`config.mk`:
```
export PLATFORM = sky130hd
export DESIGN_NAME = frog_ctrl_flat
export DESIGN_NICKNAME = d
export VERILOG_FILES = /design/src/rtl/frog_ctrl_if.sv /design/src/rtl/frog_ctrl.sv /design/src/flat_wrapper.sv
export SDC_FILE = /design/constraint.sdc
export NUM_CORES = 1
export LEC_CHECK = 0
export ABC_AREA = 1
export CAP_MARGIN = 20
export CORE_ASPECT_RATIO = 1.4
export CORE_MARGIN = 5
export CORE_UTILIZATION = 50
export CTS_CLUSTER_DIAMETER = 30
export DETAILED_ROUTE_END_ITERATION = 8
export GPL_ROUTABILITY_DRIVEN = 0
export PLACE_DENSITY_LB_ADDON = 0.15
export SETUP_SLACK_MARGIN = 0.05
export SYNTH_ARGS = -nofsm -noshare
export SYNTH_HDL_FRONTEND = slang
export SYNTH_SLANG_ARGS = --single-unit
```
`constraint.sdc`:
```
create_clock -name i_Clk -period 2.2 [get_ports i_Clk]
set_clock_uncertainty 0.15 [all_clocks]
set_input_delay 0.44 -clock i_Clk [delete_from_list [all_inputs] [get_ports i_Clk]]
set_output_delay 0.44 -clock i_Clk [all_outputs]
set_load 0.01 [all_outputs]
```
`src/rtl/frog_ctrl_if.sv`:
```
//----------------------------------------------------------------------------
// frog_ctrl_if : button/hit inputs and position/status outputs of frog_ctrl
// Revision: 1.0
//----------------------------------------------------------------------------
`default_nettype none

interface frog_ctrl_if #(
    parameter int LEVEL_W = 4
);
    logic [3:0]         i_Btn;
    logic               i_Hit;
    logic [9:0]         o_Frog_X;
    logic [9:0]         o_Frog_Y;
    logic [LEVEL_W-1:0] o_Level;
    logic [2:0]         o_Lives;
    logic               o_Level_Up;
    logic               o_Dead;
    logic               o_Game_Over;

    modport master (
        output i_Btn, i_Hit,
        input  o_Frog_X, o_Frog_Y, o_Level, o_Lives, o_Level_Up, o_Dead, o_Game_Over
    );

    modport slave (
        input  i_Btn, i_Hit,
        output o_Frog_X, o_Frog_Y, o_Level, o_Lives, o_Level_Up, o_Dead, o_Game_Over
    );
endinterface

`default_nettype wire

```
`src/rtl/frog_ctrl.sv`:
```
//----------------------------------------------------------------------------
// frog_ctrl : Frogger frog movement, level, lives and game-state controller.
// Optional macro FROG_AUTOREPEAT_EN adds held-button auto-repeat.
// Revision: 1.0
//----------------------------------------------------------------------------
`default_nettype none

module frog_ctrl #(
    parameter int H_CELLS       = 20,
    parameter int V_CELLS       = 15,
    parameter int CELL_SHIFT    = 5,
    parameter int START_COL     = 10,
    parameter int LEVEL_W       = 4,
    parameter int LIVES         = 3,
    parameter int DEATH_CYCLES  = 8,
    parameter int REPEAT_DELAY  = 16,
    parameter int REPEAT_PERIOD = 4
) (
    input  wire logic  i_Clk,
    input  wire logic  i_Reset,
    frog_ctrl_if.slave bus
);
    localparam int COL_W  = (H_CELLS > 1) ? $clog2(H_CELLS) : 1;
    localparam int ROW_W  = (V_CELLS > 1) ? $clog2(V_CELLS) : 1;
    localparam int DCNT_W = $clog2(DEATH_CYCLES);

    localparam logic [COL_W-1:0]   SPAWN_COL  = COL_W'(START_COL);
    localparam logic [COL_W-1:0]   LAST_COL   = COL_W'(H_CELLS - 1);
    localparam logic [ROW_W-1:0]   SPAWN_ROW  = ROW_W'(V_CELLS - 1);
    localparam logic [LEVEL_W-1:0] LEVEL_MAX  = {LEVEL_W{1'b1}};
    localparam logic [2:0]         LIVES_INIT = 3'(LIVES);
    localparam logic [DCNT_W-1:0]  DCNT_LOAD  = DCNT_W'(DEATH_CYCLES - 1);

    localparam logic [1:0] S_PLAY  = 2'd0;
    localparam logic [1:0] S_DYING = 2'd1;
    localparam logic [1:0] S_OVER  = 2'd2;

    logic [1:0]         state, state_nxt;
    logic [COL_W-1:0]   col;
    logic [ROW_W-1:0]   row;
    logic [LEVEL_W-1:0] level;
    logic [2:0]         lives;
    logic [DCNT_W-1:0]  dcnt;
    logic               level_up;
    logic [3:0]         btn_prev;
    logic [3:0]         btn_rise;
    logic [3:0]         move_req;
    logic               restart;
    logic               mv_up, mv_down, mv_left, mv_right;

    assign restart  = &bus.i_Btn;
    assign btn_rise = bus.i_Btn & ~btn_prev;

`ifdef FROG_AUTOREPEAT_EN
    localparam int RPT_W = $clog2(REPEAT_DELAY + 1);
    localparam logic [RPT_W-1:0] RPT_FIRE   = RPT_W'(REPEAT_DELAY);
    localparam logic [RPT_W-1:0] RPT_RELOAD = RPT_W'(REPEAT_DELAY - REPEAT_PERIOD + 1);

    logic [3:0]       held_sel;
    logic [3:0]       rpt_sel;
    logic [RPT_W-1:0] rpt_cnt;
    logic             rpt_fire;

    // Only the highest-priority held button is eligible for repeat
    always_comb begin
        held_sel = 4'b0000;
        if (bus.i_Btn[2])      held_sel = 4'b0100;
        else if (bus.i_Btn[1]) held_sel = 4'b0010;
        else if (bus.i_Btn[0]) held_sel = 4'b0001;
        else if (bus.i_Btn[3]) held_sel = 4'b1000;
    end

    // rpt_cnt counts clocks since the selected button's edge; reloading
    // after a fire makes the next fire land REPEAT_PERIOD clocks later.
    always_ff @(posedge i_Clk) begin
        if (i_Reset || restart || state != S_PLAY || held_sel == 4'b0000) begin
            rpt_sel <= 4'b0000;
            rpt_cnt <= '0;
        end else if (held_sel != rpt_sel) begin
            rpt_sel <= held_sel;
            rpt_cnt <= RPT_W'(1);
        end else if (rpt_cnt == RPT_FIRE) begin
            rpt_cnt <= RPT_RELOAD;
        end else begin
            rpt_cnt <= rpt_cnt + RPT_W'(1);
        end
    end

    assign rpt_fire = (held_sel != 4'b0000) && (held_sel == rpt_sel) && (rpt_cnt == RPT_FIRE);
    assign move_req = btn_rise | (rpt_fire ? held_sel : 4'b0000);
`else
    assign move_req = btn_rise;
`endif

    // Losing requests are dropped even when the winner is blocked at an edge
    always_comb begin
        mv_up    = move_req[2];
        mv_down  = !move_req[2] && move_req[1];
        mv_left  = !move_req[2] && !move_req[1] && move_req[0];
        mv_right = !move_req[2] && !move_req[1] && !move_req[0] && move_req[3];
    end

    always_ff @(posedge i_Clk) begin
        if (i_Reset) begin
            state    <= S_PLAY;
            btn_prev <= 4'b0000;
        end else begin
            state    <= state_nxt;
            btn_prev <= bus.i_Btn;
        end
    end

    always_comb begin
        state_nxt = state;
        case (state)
            S_PLAY:  if (bus.i_Hit) state_nxt = S_DYING;
            S_DYING: if (dcnt == '0) state_nxt = (lives == 3'd0) ? S_OVER : S_PLAY;
            S_OVER:  state_nxt = S_OVER;
            default: state_nxt = S_PLAY;
        endcase
        if (restart) state_nxt = S_PLAY;
    end

    always_ff @(posedge i_Clk) begin
        if (i_Reset || restart) begin
            col      <= SPAWN_COL;
            row      <= SPAWN_ROW;
            level    <= LEVEL_W'(1);
            lives    <= LIVES_INIT;
            dcnt     <= '0;
            level_up <= 1'b0;
        end else begin
            level_up <= 1'b0;
            case (state)
                S_PLAY: begin
                    if (bus.i_Hit) begin
                        lives <= lives - 3'd1;
                        dcnt  <= DCNT_LOAD;
                    end else if (mv_up) begin
                        if (row == ROW_W'(1)) begin
                            level_up <= 1'b1;
                            if (level != LEVEL_MAX) level <= level + LEVEL_W'(1);
                            col <= SPAWN_COL;
                            row <= SPAWN_ROW;
                        end else begin
                            row <= row - ROW_W'(1);
                        end
                    end else if (mv_down) begin
                        if (row != SPAWN_ROW) row <= row + ROW_W'(1);
                    end else if (mv_left) begin
                        if (col != '0) col <= col - COL_W'(1);
                    end else if (mv_right) begin
                        if (col != LAST_COL) col <= col + COL_W'(1);
                    end
                end
                S_DYING: begin
                    if (dcnt == '0) begin
                        if (lives != 3'd0) begin
                            col <= SPAWN_COL;
                            row <= SPAWN_ROW;
                        end
                    end else begin
                        dcnt <= dcnt - DCNT_W'(1);
                    end
                end
                default: ;
            endcase
        end
    end

    always_comb begin
        bus.o_Frog_X    = 10'(col) << CELL_SHIFT;
        bus.o_Frog_Y    = 10'(row) << CELL_SHIFT;
        bus.o_Level     = level;
        bus.o_Lives     = lives;
        bus.o_Level_Up  = level_up;
        bus.o_Dead      = (state == S_DYING);
        bus.o_Game_Over = (state == S_OVER);
    end
endmodule

`default_nettype wire
```
`src/flat_wrapper.sv`:
```
// flat-port wrapper written by rule: the top's interface ports become plain ports
module frog_ctrl_flat 
#(
    parameter int H_CELLS       = 20,
    parameter int V_CELLS       = 15,
    parameter int CELL_SHIFT    = 5,
    parameter int START_COL     = 10,
    parameter int LEVEL_W       = 4,
    parameter int LIVES         = 3,
    parameter int DEATH_CYCLES  = 8,
    parameter int REPEAT_DELAY  = 16,
    parameter int REPEAT_PERIOD = 4
)
  (i_Clk, i_Reset, bus_i_Btn, bus_i_Hit, bus_o_Frog_X, bus_o_Frog_Y, bus_o_Level, bus_o_Lives, bus_o_Level_Up, bus_o_Dead, bus_o_Game_Over);
  frog_ctrl_if #(.LEVEL_W(LEVEL_W)) bus_i ();
  input  wire logic i_Clk;
  input  wire logic i_Reset;
  input wire logic [$bits(bus_i.i_Btn)-1:0] bus_i_Btn;
  input wire logic [$bits(bus_i.i_Hit)-1:0] bus_i_Hit;
  output wire logic [$bits(bus_i.o_Frog_X)-1:0] bus_o_Frog_X;
  output wire logic [$bits(bus_i.o_Frog_Y)-1:0] bus_o_Frog_Y;
  output wire logic [$bits(bus_i.o_Level)-1:0] bus_o_Level;
  output wire logic [$bits(bus_i.o_Lives)-1:0] bus_o_Lives;
  output wire logic [$bits(bus_i.o_Level_Up)-1:0] bus_o_Level_Up;
  output wire logic [$bits(bus_i.o_Dead)-1:0] bus_o_Dead;
  output wire logic [$bits(bus_i.o_Game_Over)-1:0] bus_o_Game_Over;
  assign bus_i.i_Btn = bus_i_Btn;
  assign bus_i.i_Hit = bus_i_Hit;
  assign bus_o_Frog_X = bus_i.o_Frog_X;
  assign bus_o_Frog_Y = bus_i.o_Frog_Y;
  assign bus_o_Level = bus_i.o_Level;
  assign bus_o_Lives = bus_i.o_Lives;
  assign bus_o_Level_Up = bus_i.o_Level_Up;
  assign bus_o_Dead = bus_i.o_Dead;
  assign bus_o_Game_Over = bus_i.o_Game_Over;
  frog_ctrl #(.H_CELLS(H_CELLS), .V_CELLS(V_CELLS), .CELL_SHIFT(CELL_SHIFT), .START_COL(START_COL), .LEVEL_W(LEVEL_W), .LIVES(LIVES), .DEATH_CYCLES(DEATH_CYCLES), .REPEAT_DELAY(REPEAT_DELAY), .REPEAT_PERIOD(REPEAT_PERIOD)) u_core (.i_Clk(i_Clk), .i_Reset(i_Reset), .bus(bus_i));
endmodule
```
# == Yosys cells after proc, flatten, opt, wreduce, memory -nomap -nowiden ==
# Cells that the tools add are included.
# word_totals
regBits,26
in_bits,7
out_inout_bits,30
word_cells,89
# classes
addsub,7
eq_ne,18
n_mux,27
bitwise_logic,5
n_reduce_logical,24
# ops
operator,count
$mux 5,10
$mux 4,7
$pmux 5 s2,1
$reduce_and 9->1,1
$add 4x1->4 const B,2
$ne 4x1->1 const B,2
$ne 4x4->1 const B,2
$pmux 4 s2,1
$logic_not 3->1,2
$mux 2,3
$mux 3,2
$ne 2x2->1 const B,3
$ne 3x1->1 const B,2
$pmux 2 s3,1
$pmux 3 s2,1
$reduce_and 6->1,1
$sub 3x1->3 const B,2
$add 5x1->5 const B,1
$logic_and 1x1->1,5
$ne 5x5->1 const B,1
$reduce_and 5->1,1
$reduce_bool 5->1,1
$sub 5x1->5 const B,1
$and 4x4->4,1
21 further kinds,27

# == Longest topological paths before layout ==
# logic_depth
word_depth,12
mapped_depth,15

# == Worst setup path before layout ==
# No wires, ideal clock.
# synth_timing
kind,in2reg
from,in bus_i_Btn[1]
to,reg u_core.col[4]
setup_time_ns,0.066
t_arrival_ns,1.544
path_slack_ns,0.440
path_stages,14
n_path_buf,0
cell_sequence,nand2_1 > nand2_1 > nor2_4 > nand2_2 > nand2_1 > inv_1 > ha_1 > inv_1 > nand2_2 > nand3_1 > nand2_1 > nand2_1 > nand3_1 > a21oi_2
# synth_via
elab_chain_cells,9
# synth_rtl
element,line_no,rtl
from (decl),flat_wrapper.sv:18,input wire logic [$bits(bus_i.i_Btn)-1:0] bus_i_Btn;
$and 4x4->4,frog_ctrl.sv:52,assign btn_rise = bus.i_Btn & ~btn_prev;
$logic_not 1->1,"frog_ctrl.sv:99, frog_ctrl.sv:100",
$logic_and 1x1->1,"frog_ctrl.sv:99, frog_ctrl.sv:100",
$logic_and 1x1->1,frog_ctrl.sv:99,mv_left = !move_req[2] && !move_req[1] && move_req[0];
$mux 5,frog_ctrl.sv:150,end else if (mv_left) begin
$mux 5,frog_ctrl.sv:148,end else if (mv_down) begin
$mux 5,frog_ctrl.sv:139,end else if (mv_up) begin
$mux 5,frog_ctrl.sv:136,if (bus.i_Hit) begin
$pmux 5 s2,frog_ctrl.sv:134,case (state)
to (signal assigned),frog_ctrl.sv:151,if (col != '0) col <= col - COL_W'(1);
to (signal assigned),frog_ctrl.sv:153,if (col != LAST_COL) col <= col + COL_W'(1);
to (decl),frog_ctrl.sv:39,logic [COL_W-1:0] col;
# Parallel ways exist; a longest one is shown, timed or not. The select of a mux whose other input is x is not followed.
# A chain may end at the register's enable or synchronous reset.

# == Worst setup path after layout ==
# layout_timing
from,reg u_core.state[1]
to,out bus_o_Game_Over
# layout_via
elab_chain_cells,1
# layout_rtl
element,line_no,rtl
from (decl),frog_ctrl.sv:38,"logic [1:0] state, state_nxt;"
from (signal assigned),frog_ctrl.sv:108,state <= state_nxt;
$eq 2x2->1,frog_ctrl.sv:178,bus.o_Game_Over = (state == S_OVER);
to (decl),flat_wrapper.sv:26,output wire logic [$bits(bus_i.o_Game_Over)-1:0] bus_o_Game_Over;
# Every way passes these cells.

==> results.sh <==
export IMPL_period_share=0.9244
export IMPL_grt_first_pass_wirelength_mm=5.899
export IMPL_cp_arrival_ns=1.44
export IMPL_overflow=0
export IMPL_required_ns=1.61
export IMPL_ys_top_cells_by_area="dfxtp_1 (31%), inv_1 (7.7%), ha_1 (7.4%)"
export IMPL_finalSetupTns_ns=0
export IMPL_post_cts_setup_buffer_count=0
export IMPL_cts_sinks=26
export IMPL_dr_first_iter_drc_count=43
export IMPL_fin_util=0.6366
export IMPL_core_area_um2=3316
export IMPL_setup_viol=0
export IMPL_critical_path_top_delay_family="buffers and inverters"
export IMPL_rows=25
export IMPL_syn_inst=229
export IMPL_drt_pass1_iter_count=4
export IMPL_top_layer_used="met4"
export IMPL_drive_gt1_frac=0.2037
export IMPL_wl_met2_mm=1.608
export IMPL_crit_type="reg -> out"
export IMPL_cp_slowest_stage_delay_ns=0.56
export IMPL_area_growth_pct=24.41
export IMPL_routed_wl_mm=3.295
export IMPL_power_total_mw=1.287
export IMPL_cts_clk_slew_worst_paths_ns=0.09
export IMPL_p_leak_nw=1.046
export IMPL_async_flop_share=0
export IMPL_vias_per_cell=4.710
export IMPL_max_cap_viol_count=0
export IMPL_track_usage=0.1570
export IMPL_postCtsResizedCells=0
export IMPL_synth_most_common_cell="inv_1"
export IMPL_antenna_found_initial=0
export IMPL_drc=0
export IMPL_hold_viol=0
export IMPL_p_per_area_nw_per_um2=609.8
export IMPL_ant_nets=0
export IMPL_antennaDiodeCount=0
export IMPL_cts_hold_fix_buffers=0
export IMPL_die_area_um2=4675
export IMPL_period_needed_ns=2.034
export IMPL_synth_edff_count=0
export IMPL_rsz0062_at_grt="false"
export IMPL_start_kind="flip-flop"
export IMPL_cp_max_fo=3
export IMPL_numCtsBuffers=3
export IMPL_yosys_warnings=0
export IMPL_fin_hold_ws_ns=0.3054
export IMPL_fillers=320
export IMPL_synth_distinct_cells=32
export IMPL_io_buffers=25
export IMPL_grt_max_degree=15
export IMPL_finalMaxSlewViolations=0
export IMPL_yosysSeqAreaShare=0.3068
export IMPL_nets=288
export IMPL_path_buf_inv=2
export IMPL_htree_levels=1
export IMPL_clock_path_buffers=2
export IMPL_cts_tree="done"
export IMPL_crit_path_cell_trace="inv_1, nor2_1, clkdlybuf4s50_1"
export IMPL_wl_per_cell_um=10.63
export IMPL_hpwl_mm=2.637
export IMPL_ys_flop_type="dfxtp_1"
export IMPL_synth_top_cells_by_count="inv_1 (35), nand2_1 (33), dfxtp_1 (26)"
export IMPL_clock_latency_ns=0.27
export IMPL_endpoint_kind="output port"
export IMPL_hold_path_class="reg -> reg"
export IMPL_root_buffer="clkbuf_8"
export IMPL_die_y_um=78.93
export IMPL_fmax_mhz=491.7
export IMPL_synth_top_cell_by_area="dfxtp_1"
export IMPL_status="finished, final reports clean"
export IMPL_wl_met1_mm=1.511
export IMPL_peakVddDrop_uv=368.2
export IMPL_synthesis_area_um2=1697
export IMPL_cp_slowest_cell="clkdlybuf4s50_1"
export IMPL_ios=37
export IMPL_start_util=0.5117
export IMPL_dr_total_vias=1460
export IMPL_setup_slack_ns=0.1664
export IMPL_dp_worst_setup_slack_ns=-0.08375
export IMPL_syn_area_per_cell_um2=7.409
export IMPL_die_w_um=59.23
export IMPL_wl_met3_um=143
export IMPL_synth_top_cell_area_share=0.3068
export IMPL_grt_pass1_vias=1360
export IMPL_synth_seq_cells=26
-- worst paths after layout --
check	slack, ns	endpoint	cells past startpoint	start
worst min register to register	0.31	u_core.dcnt[0]	1	u_core.dcnt[0]
worst min-delay path	0.31	u_core.dcnt[0]	1	u_core.dcnt[0]
worst max register to register	0.40	u_core.row[2]	10	u_core.row[0]
worst max-delay path	0.17	bus_o_Game_Over	3	u_core.state[1]
-- through the flow --
| step | instances | cell area, um^2 |
|---|---|---|
| 6_report | 310 | 2111 |
| 5_1_grt | 310 | 2111 |
| 4_1_cts | 310 | 2105 |
| 3_5_place_dp | 306 | 2049 |
| 3_3_place_gp | 306 | 2049 |
| 2_1_floorplan | 239 | 1734 |
-- registers in the layout, summed over array words and instances (netlist names) --
signal,count
u_core.btn_prev,4
u_core.bus.o_Level,4
u_core.bus.o_Level_Up,1
u_core.bus.o_Lives,3
u_core.col,5
u_core.dcnt,3
u_core.row,4
u_core.state,2
-- layer usage --
layer	up-vias	GRT usage
met5	-	0
met2	25	0.2637
met1	635	0.2034
li1	796	-
met3	4	0.02114
met4	0	0.04762
-- final cells by class --
class / count / area, um^2 / area share
repair buffers: 39 / 360.3 / 0.1707
well taps: 40 / 50.05 / 0.02371
flip-flops and latches: 26 / 521.8 / 0.2472
clock buffers: 4 / 55.05 / 0.02608
multi-input cells: 156 / 949.7 / 0.4499
inverters: 45 / 173.9 / 0.08240
-- logic make-up (layout without fill, tap and decap cells) --
logic type,Yosys count,in the layout,share of synthesized area
xor gates and xnor gates,4,4,0.02065
adders and majority gates,10,10,0.07375
and+or+nand+nor,91,91,0.2972
AOI/OAI and AO/OA,40,40,0.1438
DFF,26,26,0.3068
other,1,11,0.002210
buffers and inverters,57,88,0.1556
-- report_power, final --
part / internal (mW) / total, mW / leakage, nW / switching (mW)
registers: 0.511 / 0.558 / 0.214 / 0.0469
logic: 0.189 / 0.417 / 0.803 / 0.228
clock network: 0.160 / 0.313 / 0.0288 / 0.153
-- cell usage in the layout (no fill, tap or decap), types with 3 or more instances in the layout --
cell type / n
nand2_2: 4
nand3_1: 14
nor2_2: 3
o21ai_0: 10
a21oi_1: 15
nor2_1: 13
buf_4: 14
clkdlybuf4s50_1: 23
nand2_1: 33
conb_1: 11
o211ai_1: 3
nand4_1: 4
nor3_1: 7
nor2_4: 3
dfxtp_1: 25
xor2_1: 3
o21ai_2: 4
ha_1: 10
inv_2: 8
nand2_4: 3
inv_1: 35
clkbuf_8: 4
Power figures use the tool's default switching activity.
